File: config.mk
export PLATFORM = sky130hd
export DESIGN_NAME = pipelined_shift_core
export DESIGN_NICKNAME = d
export VERILOG_FILES = /design/src/rtl/barrel_pkg.sv /design/src/rtl/shift_stage.sv /design/src/rtl/pipelined_shift_core.sv
export SDC_FILE = /design/constraint.sdc
export NUM_CORES = 1
export LEC_CHECK = 0
export ABC_AREA = 1
export CAP_MARGIN = 25
export CORE_MARGIN = 2
export CORE_UTILIZATION = 48
export CTS_BUF_LIST = sky130_fd_sc_hd__clkbuf_16
export DETAILED_ROUTE_END_ITERATION = 7
export GPL_TIMING_DRIVEN = 0
export PLACE_DENSITY = 0.8
export SETUP_SLACK_MARGIN = 0.2
export SLEW_MARGIN = 20
export SYNTH_ARGS = -nofsm -noshare
export SYNTH_HDL_FRONTEND = slang
export SYNTH_SLANG_ARGS = --single-unit
File: constraint.sdc
create_clock -name clk -period 1.9 [get_ports clk]
set_input_delay 0.38 -clock clk [delete_from_list [all_inputs] [get_ports clk]]
set_output_delay 0.38 -clock clk [all_outputs]
set_load 0.01 [all_outputs]
File: src/rtl/barrel_pkg.sv
// Shared types for the barrel shifter: shift modes, width helper and the
// beat record that travels down the shift pipeline.
package barrel_pkg;

    typedef enum logic [1:0] {
        LSR = 2'b00,
        ASR = 2'b01,
        ROR = 2'b10,
        RSV = 2'b11
    } shift_mode_t;

    // Data width for a given log2 width.
    function automatic int W(input int n);
        return 1 << n;
    endfunction

    // The beat record is sized for this log2 width; the core's N parameter
    // defaults to it, so retargeting the width means changing BEAT_N here.
    localparam int BEAT_N = 3;
    localparam int BEAT_W = W(BEAT_N);

    typedef struct packed {
        logic [BEAT_W-1:0] data;
        logic              fill;
        logic [BEAT_N-1:0] amt;
        shift_mode_t       mode;
        logic              reverse;
        logic              valid;
    } beat_t;

endpackage

File: src/rtl/shift_stage.sv
// One level of the right-shift/rotate pipeline: shifts the beat right by
// 2**K when amt[K] is set, otherwise passes it through. Purely combinational.
module shift_stage
    import barrel_pkg::*;
#(
    parameter int N = BEAT_N,
    parameter int K = 0
) (
    input  beat_t beat_i,
    output beat_t beat_o
);

    localparam int WIDTH = W(N);
    localparam int S     = 1 << K;

    // Rotate recirculates the bits shifted out; other modes use the fill bit.
    always_comb begin
        beat_o = beat_i;
        if (beat_i.amt[K]) begin
            if (beat_i.mode == ROR) begin
                beat_o.data = {beat_i.data[S-1:0], beat_i.data[WIDTH-1:S]};
            end else begin
                beat_o.data = {{S{beat_i.fill}}, beat_i.data[WIDTH-1:S]};
            end
        end
    end

endmodule

File: src/rtl/pipelined_shift_core.sv
// Pipelined right-shift/rotate core. One register stage per shift level, all
// stages advance together on a single enable, so bubbles travel with the data.
// Left shifts are done upstream/downstream by bit reversal; the reverse flag
// rides along with each beat to keep the output reverser aligned.
module pipelined_shift_core
    import barrel_pkg::*;
#(
    parameter int N = BEAT_N
) (
    input  logic            clk,
    input  logic            reset,
    input  logic            in_valid,
    output logic            in_ready,
    input  logic [W(N)-1:0] in_data,
    input  logic [N-1:0]    in_amt,
    input  logic [1:0]      in_mode,
    input  logic            in_reverse,
    output logic            out_valid,
    input  logic            out_ready,
    output logic [W(N)-1:0] out_data,
    output logic            out_reverse,
    output logic            out_err
);

    localparam int WIDTH = W(N);

    beat_t in_beat;
    beat_t stage_d [N];
    beat_t stage_q [N];
    logic  en;

    assign en       = !stage_q[N-1].valid || out_ready;
    assign in_ready = en;

    // Assemble the entry beat; the fill bit is decided once here. Sign
    // extension only makes sense on un-reversed data.
    always_comb begin
        in_beat         = '0;
        in_beat.data    = in_data;
        in_beat.amt     = in_amt;
        in_beat.mode    = shift_mode_t'(in_mode);
        in_beat.reverse = in_reverse;
        in_beat.valid   = in_valid;
        in_beat.fill    = (shift_mode_t'(in_mode) == ASR) && !in_reverse
                          && in_data[WIDTH-1];
    end

    generate
        for (genvar k = 0; k < N; k++) begin : g_stage
            if (k == 0) begin : g_first
                shift_stage #(.N(N), .K(k)) u_stage (
                    .beat_i (in_beat),
                    .beat_o (stage_d[k])
                );
            end else begin : g_next
                shift_stage #(.N(N), .K(k)) u_stage (
                    .beat_i (stage_q[k-1]),
                    .beat_o (stage_d[k])
                );
            end
        end
    endgenerate

    // Stage registers: cleared on reset, advance together when en, else hold.
    always_ff @(posedge clk) begin
        if (reset) begin
            for (int k = 0; k < N; k++) begin
                stage_q[k] <= '0;
            end
        end else if (en) begin
            for (int k = 0; k < N; k++) begin
                stage_q[k] <= stage_d[k];
            end
        end
    end

    assign out_valid   = stage_q[N-1].valid;
    assign out_data    = stage_q[N-1].data;
    assign out_reverse = stage_q[N-1].reverse;
    assign out_err     = stage_q[N-1].valid && (stage_q[N-1].mode == RSV);

endmodule

==> key figures <==
Placed design
  • Port Buf Inserts: 28
  • Detailed Place HPWL: 2.06 mm
  • Final GP Congestion: 0.879
  • Setup WS pre-CTS: -339 ps

Power
  • VDD IR max: 0.000609 V
  • Clock Power Share: 37.0%
  • Cell Int Power: 1.67 mW
  • Lkg Pwr: 1.10 nW
  • Power per cell area: 867 nW/um2
  • Combinational power share: 11.5%
  • Switching share of power: 21.7%
  • Net Sw Power: 462 uW
  • Sequential power share: 51.4%

Routing
  • Final wirelength: 2.98 mm
  • Routed via count: 1334
  • Detail Route Antenna Nets: 0
  • DRC Markers: 0
  • DRT Pass-1 Iters: 4
  • Initial DRC Count: 49
  • WL/cell: 10.4 um
  • DR vias/cell: 4.65

GRT
  • Met2 GRT Util: 29.0%
  • Gr busiest metal: met2
  • Vias in the first global route: 1291
  • M3 GR Usage: 6.17%
  • Grt total ovfl: 0
  • Largest net degree at the start of global routing: 42
  • Met1 usage: 15.2%
  • Global-route wire length before repair: 5.16 mm
  • Total track usage: 16.0%
  • Antenna violations before repair: 0

Clock network
  • TritonCTS clock tree: yes
  • Clk slew on worst S/H paths: 50 ps
  • Clock Sinks: 41
  • Hold_buf cts: 0
  • Clock Latency Late Sink: 280 ps
  • Htree depth: 2
  • Num CTS Buffers: 5
  • Root Driver: clkbuf_16
  • Deepest clock path buffer count: 2

Yosys
  • Ys async rst share: 0%
  • Top cell type's share of synthesized area: 63.3%
  • Number of flops mapped to enable cells by yosys: 41
  • Post-Syn Area: 1950 um2
  • Post-synthesis sequential area ratio: 63.3%
  • Synth top area cells: edfxtp_1, nand2_1, inv_1
  • Yosys warnings: 0
  • Post-synth top cells: nand2_1, edfxtp_1, inv_1
  • Most frequent cell after synthesis: nand2_1
  • Net count of the mapped netlist: 217
  • Synth cell types: 13
  • Cell taking the most area after synthesis: edfxtp_1
  • Leading register cell type out of synthesis: edfxtp_1
  • Register bit total from synthesis: 41
  • Mean Syn Cell Area: 9.78 um2
  • Gate Count Post-Synth: 199

Layout
  • Antenna cell count: 0
  • Syn-to-layout area delta: 26.4%
  • Top reg by flops: stage_q
  • Biggest regs: stage_q: 41 flops
  • Share of layout cells above drive strength 1: 14.3%
  • Largest register FFs: 41
  • Final #Nets: 254

Worst setup path
  • Setup CP Type: input port to output pin
  • CP arrival: 1250 ps
  • Crit-path cells: clkdlybuf4s50_1, inv_2, nand2_2, dlygate4sd2_1
  • CP max-delay cell: clkdlybuf4s50_1
  • Critical Path Fanout Max: 2
  • R2R depth: 2
  • Kind of end point of the critical path: output pin
  • Crit path required time: 1520 ps
  • Max stage delay on crit path: 470 ps
  • CP startpoint kind: input port

Timing
  • Slew HR: 63.6%
  • Clock skew: 6.21 ps
  • Worst slew pin tran: 546 ps
  • Fin. Hold Viols: 0
  • Setup TNS: 0 ps
  • Setup Viol. Count Final: 0
  • Worst setup margin: 273 ps
  • Fmax: 0.615 GHz
  • Max Slew Vio Count: 0
  • Final worst path period share: 85.6%
  • Tmin final: 1630 ps
  • RSZ-0062 raised after global routing: no

Floorplan
  • Row count: 23
  • Core footprint: 3940 um2
  • Die extent in y: 67.7 um
  • Die area: 4580 um2
  • Initial Util: 49.3%
  • Die span in x: 67.7 um
  • # IOs: 30

Job
  • Max Cap Viol: 0

Worst hold path
  • Hold path depth: 4
  • Hold Path Class: input port to flip-flop

Status
  • Status: completed
[final cells by class]
class | count | area, um2
plain buffers | 15 | 110
clock buffers | 5 | 125
clock inverters | 3 | 13.8
fillers | 339 | 1480
inverters | 29 | 109
multi-input cells | 114 | 508
flip-flops and latches | 41 | 1230
well taps | 50 | 62.6
repair buffers | 30 | 299
[cell families after synthesis]
logic type | after synthesis | share of synthesized area, %
buf+inv | 44 | 11.3
flops | 41 | 63.3
simple gates | 97 | 21.1
compound gates | 17 | 4.37
[worst max-delay path: cells and delay by family]
kind                   cells  cell delay, ps
AND/OR/NAND/NOR            1              70
buffers and inverters      3             790
[metrics by stage]
| stage | util [%] | power, mW | instance area [um2] | std cells | hold WS, ps |
|---|---|---|---|---|---|
| after global routing | 62.4 | 2.22 | 2460 | 287 | 552 |
| final | 62.4 | 2.13 | 2460 | 287 | 535 |
| after floorplan | - | 1.26 | 1950 | 199 | 519 |
| after CTS | 62.2 | 2.15 | 2450 | 287 | 529 |
| after detailed placement | 58.2 | 1.36 | 2290 | 277 | 534 |
| after global placement | 58.2 | 1.35 | 2290 | 277 | 524 |
[routing by layer]
metal / share of wire, % / vias up / wire [um]
li1: - / 704 / -
met1: 38 / 588 / 1140
met2: 54 / 34 / 1600
met3: 6.0 / 8 / 179
met4: 2.1 / 0 / 63
met5: 0 / - / 0
[final timing paths]
check | startpoint | to | slack, ps
max | out_ready | in_ready | 270
min reg2reg | stage_q[0][0]$_SDFFCE_PN0P_ | stage_q[0][16]$_SDFFCE_PN0P_ | 550
max reg2reg | stage_q[0][32]$_SDFFCE_PN0P_ | stage_q[0][28]$_SDFFCE_PN0P_ | 550
min | in_amt[0] | stage_q[0][15]$_SDFFCE_PN0P_ | 530
[power by group through the flow]
stage	clock network, mW	logic (mW)	registers, mW
after CTS	0.801	0.248	1.10
after floorplan	0	0.148	1.11
after global placement	0	0.235	1.11
final	0.789	0.246	1.10
after detailed placement	0	0.242	1.12
after global routing	0.844	0.277	1.10
[repair_timing]
action | CTS | global route
buffers inserted | 2 | 0
setup endpoints to repair | 43 | 3
resized for setup | 2 | 3
gates cloned | 0 | 0
hold endpoints to repair | 0 | 0
[placed cells by master, fill, tap and decap left out, drive strengths merged]
| cell type | instances |
|---|---|
| dlymetal6s2s | 2 |
| and3 | 1 |
| clkinv | 2 |
| nor2 | 32 |
| edfxtp | 41 |
| clkdlybuf4s50 | 25 |
| nand2 | 49 |
| buf | 17 |
| inv | 30 |
| dlygate4sd2 | 1 |
| nand3 | 15 |
| a21oi | 17 |
| clkbuf | 5 |
Note: power is estimated with default switching activity, not from simulation.
